==> src/rtl/clk_div_pkg.sv <==
// Shared types and defaults for the multi-channel programmable clock/strobe divider.
package clk_div_pkg;

  typedef enum logic {MODE_SQUARE = 1'b0, MODE_STROBE = 1'b1} div_mode_t;

  localparam int CNT_W_DEF = 16;
  localparam logic [15:0] DEFAULT_DIV_DEF = 16'd49;

  // Channel-select width; a single channel still needs a one-bit select port.
  function automatic int sel_width(input int n);
    return (n > 1) ? $clog2(n) : 1;
  endfunction

endpackage

==> src/rtl/div_chan.sv <==
// One divider channel: counter, double-buffered divisor and registered
// square-clock / tick-strobe outputs.
module div_chan
  import clk_div_pkg::*;
#(
  parameter int CNT_W = CNT_W_DEF,
  parameter logic [CNT_W-1:0] DEFAULT_DIV = CNT_W'(DEFAULT_DIV_DEF)
) (
  input  logic             clk_in,
  input  logic             rst,
  input  logic             en,
  input  logic             mode,
  input  logic             sync,
  input  logic             wr,
  input  logic [CNT_W-1:0] wdata,
  output logic             clk_out,
  output logic             tick,
  output logic             pending
);

  logic [CNT_W-1:0] cnt;
  logic [CNT_W-1:0] active_div;
  logic [CNT_W-1:0] shadow;
  logic             wrap;
  div_mode_t        cur_mode;

  assign cur_mode = div_mode_t'(mode);
  assign wrap     = en && (cnt == active_div);

  // Divisor only changes at a wrap or while disabled, so cnt never passes active_div.
  always_ff @(posedge clk_in) begin
    if (!rst) begin
      cnt        <= '0;
      active_div <= DEFAULT_DIV;
      shadow     <= '0;
      pending    <= 1'b0;
      clk_out    <= 1'b0;
      tick       <= 1'b0;
    end else if (sync) begin
      cnt     <= '0;
      clk_out <= 1'b0;
      tick    <= 1'b0;
      if (wr) begin
        shadow  <= wdata;
        pending <= 1'b1;
      end
    end else if (!en) begin
      cnt     <= '0;
      clk_out <= 1'b0;
      tick    <= 1'b0;
      if (wr) begin
        active_div <= wdata;
        shadow     <= wdata;
        pending    <= 1'b0;
      end else if (pending) begin
        active_div <= shadow;
        pending    <= 1'b0;
      end
    end else begin
      cnt <= wrap ? '0 : cnt + CNT_W'(1);
      if (wrap) begin
        if (wr) begin
          active_div <= wdata;
          shadow     <= wdata;
          pending    <= 1'b0;
        end else if (pending) begin
          active_div <= shadow;
          pending    <= 1'b0;
        end
      end else if (wr) begin
        shadow  <= wdata;
        pending <= 1'b1;
      end
      if (cur_mode == MODE_STROBE) begin
        tick    <= wrap;
        clk_out <= 1'b0;
      end else begin
        tick    <= 1'b0;
        clk_out <= clk_out ^ wrap;
      end
    end
  end

endmodule

==> src/rtl/clk_div_multi.sv <==
// Multi-channel programmable divider: one div_chan per channel plus the
// divisor-write address decode.
module clk_div_multi
  import clk_div_pkg::*;
#(
  parameter int N_CH = 2,
  parameter int CNT_W = CNT_W_DEF,
  parameter logic [CNT_W-1:0] DEFAULT_DIV = CNT_W'(DEFAULT_DIV_DEF),
  localparam int SEL_W = sel_width(N_CH)
) (
  input  logic             clk_in,
  input  logic             rst,
  input  logic [N_CH-1:0]  en,
  input  logic [N_CH-1:0]  mode,
  input  logic             sync,
  input  logic             div_wr,
  input  logic [SEL_W-1:0] div_sel,
  input  logic [CNT_W-1:0] div_wdata,
  output logic [N_CH-1:0]  clk_out,
  output logic [N_CH-1:0]  tick,
  output logic [N_CH-1:0]  pending
);

  // Out-of-range selects match no channel and are silently dropped.
  for (genvar i = 0; i < N_CH; i++) begin : g_chan
    logic wr_ch;

    assign wr_ch = div_wr && (div_sel == SEL_W'(i));

    div_chan #(
      .CNT_W       (CNT_W),
      .DEFAULT_DIV (DEFAULT_DIV)
    ) u_chan (
      .clk_in  (clk_in),
      .rst     (rst),
      .en      (en[i]),
      .mode    (mode[i]),
      .sync    (sync),
      .wr      (wr_ch),
      .wdata   (div_wdata),
      .clk_out (clk_out[i]),
      .tick    (tick[i]),
      .pending (pending[i])
    );
  end

endmodule

==> config.mk <==
export PLATFORM = sky130hd
export DESIGN_NAME = clk_div_multi
export DESIGN_NICKNAME = d
export VERILOG_FILES = /design/src/rtl/clk_div_pkg.sv /design/src/rtl/div_chan.sv /design/src/rtl/clk_div_multi.sv
export SDC_FILE = /design/constraint.sdc
export NUM_CORES = 1
export LEC_CHECK = 0
export CAP_MARGIN = 20
export CORE_MARGIN = 4
export CORE_UTILIZATION = 24
export DETAILED_ROUTE_END_ITERATION = 16
export SYNTH_ARGS = -nofsm -noshare
export SYNTH_HDL_FRONTEND = slang
export SYNTH_SLANG_ARGS = --single-unit
==> constraint.sdc <==
create_clock -name clk_in -period 3.66 [get_ports clk_in]
set_input_delay 0.549 -clock clk_in [delete_from_list [all_inputs] [get_ports clk_in]]
set_output_delay 0.549 -clock clk_in [all_outputs]
set_load 0.01 [all_outputs]
==> metrics.txt <==
Synth cell types=36; Reg2Reg Depth=5; pin count of the biggest net entering global routing=67; worst-margin pin slew=about 950 ps; Max-Cap Viols=0; Syn Inst Count=460; Routed wire per std cell=roughly 13 microns; post-route ant nets=0; via count=between 3000 and 4000; RSZ-0062 raised after global routing=false; Core Area=0.0180 sq mm; Min-Delay Path Class=reg -> reg; CP max stage delay=930 ps; leading cell type in the layout, fill and taps excluded=dfxtp_1; initial core utilization=roughly 24%; die height=144 microns; cell count after placement=692; fin area=0.00514 sq mm; placed wire-length estimate=6.78 mm; Critical Path, Cell by Cell=xnor2_1, nand4_2, o41ai_4, nand2_2, a31o_2; commonest non-fill, non-tap cells in the layout=102 x dfxtp_1, 49 x xnor2_1, 39 x nor2_1; crit path DAT=between 2000 and 3000 ps; cts bufs inserted=9; area of the multi-input gates=between 0.002 and 0.0025 sq mm; worst hold margin=around 470 ps; WP buf/inv=0; root buffer selected by CTS=clkbuf_16; clock tree buffer depth=2; FILL cells=~1900; CTS tree=built; Area after DPL=between 0.004 and 0.005 sq mm; Residual DRC=0; crit path max-delay cell type=o41ai_4; total track usage=about a tenth; total grt overflow=0; DR pass1 iterations=5; hold depth=2; Critical Path RT=~3900 ps; Post-CTS Setup Inserts=0; syn_nets=487; vias in the first global route=just over 3000; Critical Path End Type=register; register area share after synthesis=between 40% and 50%; # clock sinks=slightly above 100; initial antenna violation count=1; Post-Route Setup TNS=0 ps; Final Routed Wirelength=just over 9 mm; Max VDD drop=roughly 230 uV; crit path max fanout=21; final RePlAce weighted congestion=0.763; Setup crit start kind=register; post-synth top area cell=dfxtp_1; fin crit period=about 2600 ps; Fin. Hold Viols=0; die width=between 100 and 150 microns; Final nets=~500; Layout Skew=roughly 6.0 ps; Slew HR=36.6%; Yosys top cell area share=between 40 and 50%; first-pass GRT wire length=between 15 and 20 mm; PD cells=between 400 and 500 mW/mm^2; vias per cell=4.42; leading post-synthesis cells by cell area=dfxtp_1 46%, xnor2_1 9.7%, and3_1 5.3%; Layout Area Growth over Synthesis=16.6%; synthesis-stage register bit count=102; Register Area=0.00204 sq mm; clk_lat worst skew=around 350 ps; cell family with most CP delay=compound AO/OA/AOI/OAI gates; initial DRC count=roughly 130; row count=49; fin crit share=a little over two thirds; I/O Buffers=30; Mapped Avg Cell Area=9.58 sq um; CTS Hold Bufs=0; CTS H-tree depth=3; final cell count without fillers=between 700 and 800; # setup viols final=0; status=complete, no violations; clk slew on worst S/H paths=70 ps; mapped cell area=roughly 0.0044 sq mm; fmax=approximately 0.39 GHz; yosys warns=0; Total Die Area=around 0.021 sq mm; Crit Path Class=reg -> reg; Leakage=1.84 nW; Top Ports=31; layout cell share with drive strength beyond 1=between 10 and 15%; Slew Limit Fails=0; CP Depth=5; fin util=28.5%; post_cts resized=0
-- report_power, final --
part | leakage (nW) | internal, mW | switching (mW)
logic | 0.864 | 0.0689 | 0.0820
clock network | 0.147 | 0.506 | 0.426
registers | 0.827 | 1.14 | 0.0119
total | 1.84 | 1.71 | 0.520
-- layout make-up --
| type | instances | area share (%) |
|---|---|---|
| inverters | 7 | 0.511 |
| flip-flops and latches | 102 | 39.7 |
| clock inverters | 5 | 0.779 |
| diodes | 1 | 0.0487 |
| multi-input cells | 319 | 41.9 |
| well taps | 229 | 5.58 |
| repair buffers | 35 | 6.48 |
| clock buffers | 11 | 4.92 |
-- cell usage after synthesis, drive strengths merged --
master	n
xnor2	49
or3	2
buf	13
ha	2
mux2i	19
and4bb	1
a21oi	10
o21ai	8
inv	7
dfxtp	102
nand2b	1
xor2	12
and4	2
nor3	6
a31o	26
nor4	3
nor2b	21
a21boi	13
and3	38
o41ai	2
nor2	39
clkbuf	19
or2	2
nand4	13
nand2	26
nand3	24
-- worst paths after layout --
| check | startpoint | endpoint | slack, ps |
|---|---|---|---|
| max | g_chan[0].u_chan.cnt[7] | g_chan[0].u_chan.active_div[13] | 1080 |
| min | g_chan[1].u_chan.shadow[10] | g_chan[1].u_chan.shadow[10] | 470 |
| max reg2reg | g_chan[0].u_chan.cnt[7] | g_chan[0].u_chan.active_div[13] | 1080 |
| min reg2reg | g_chan[1].u_chan.shadow[10] | g_chan[1].u_chan.shadow[10] | 470 |
-- layer usage --
metal / vias to the layer above / share of wire (%) / GRT usage [%]
li1: 1612 / - / -
met1: 1477 / 47 / 11.7
met2: 37 / 49 / 15.4
met3: 11 / 3.1 / 3.53
met4: 0 / 1.2 / 1.78
met5: - / 0 / 0
-- kinds of logic (layout without fill, tap and decap cells) --
kind of cell / Yosys count / count (layout) / synth area share [%]
AO/OA/AOI/OAI: 59 / 59 / 10.4
XOR/XNOR: 61 / 61 / 12.1
adder cells (fa/ha/maj): 2 / 2 / 0.568
buffers and inverters: 39 / 58 / 4.83
flip-flops: 102 / 102 / 46.3
multiplexers: 19 / 19 / 4.32
other: 0 / 1 / 0
AND/OR/NAND/NOR: 178 / 178 / 21.4
-- worst register-to-register path, stage by stage, from the launching register on --
cell and delay [ps]:
dfxtp_1 430, xnor2_1 180, nand4_2 200, o41ai_4 930, nand2_2 380, a31o_2 360
-- stage by stage --
step	total power [mW]	setup slack [ps]
6_report	2.23	1080
5_1_grt	2.32	881
4_1_cts	2.25	1070
3_5_place_dp	1.33	844
3_3_place_gp	1.32	915
2_1_floorplan	1.27	1930
-- state kept, by name, indices dropped and copies added (netlist names) --
signal and flops:
g_chan.u_chan.shadow 32, g_chan.u_chan.cnt 32, g_chan.u_chan.active_div 32, g_chan.u_chan.tick 2, g_chan.u_chan.pending 2, g_chan.u_chan.clk_out 2
No activity file was read; power rests on OpenSTA's default activity.
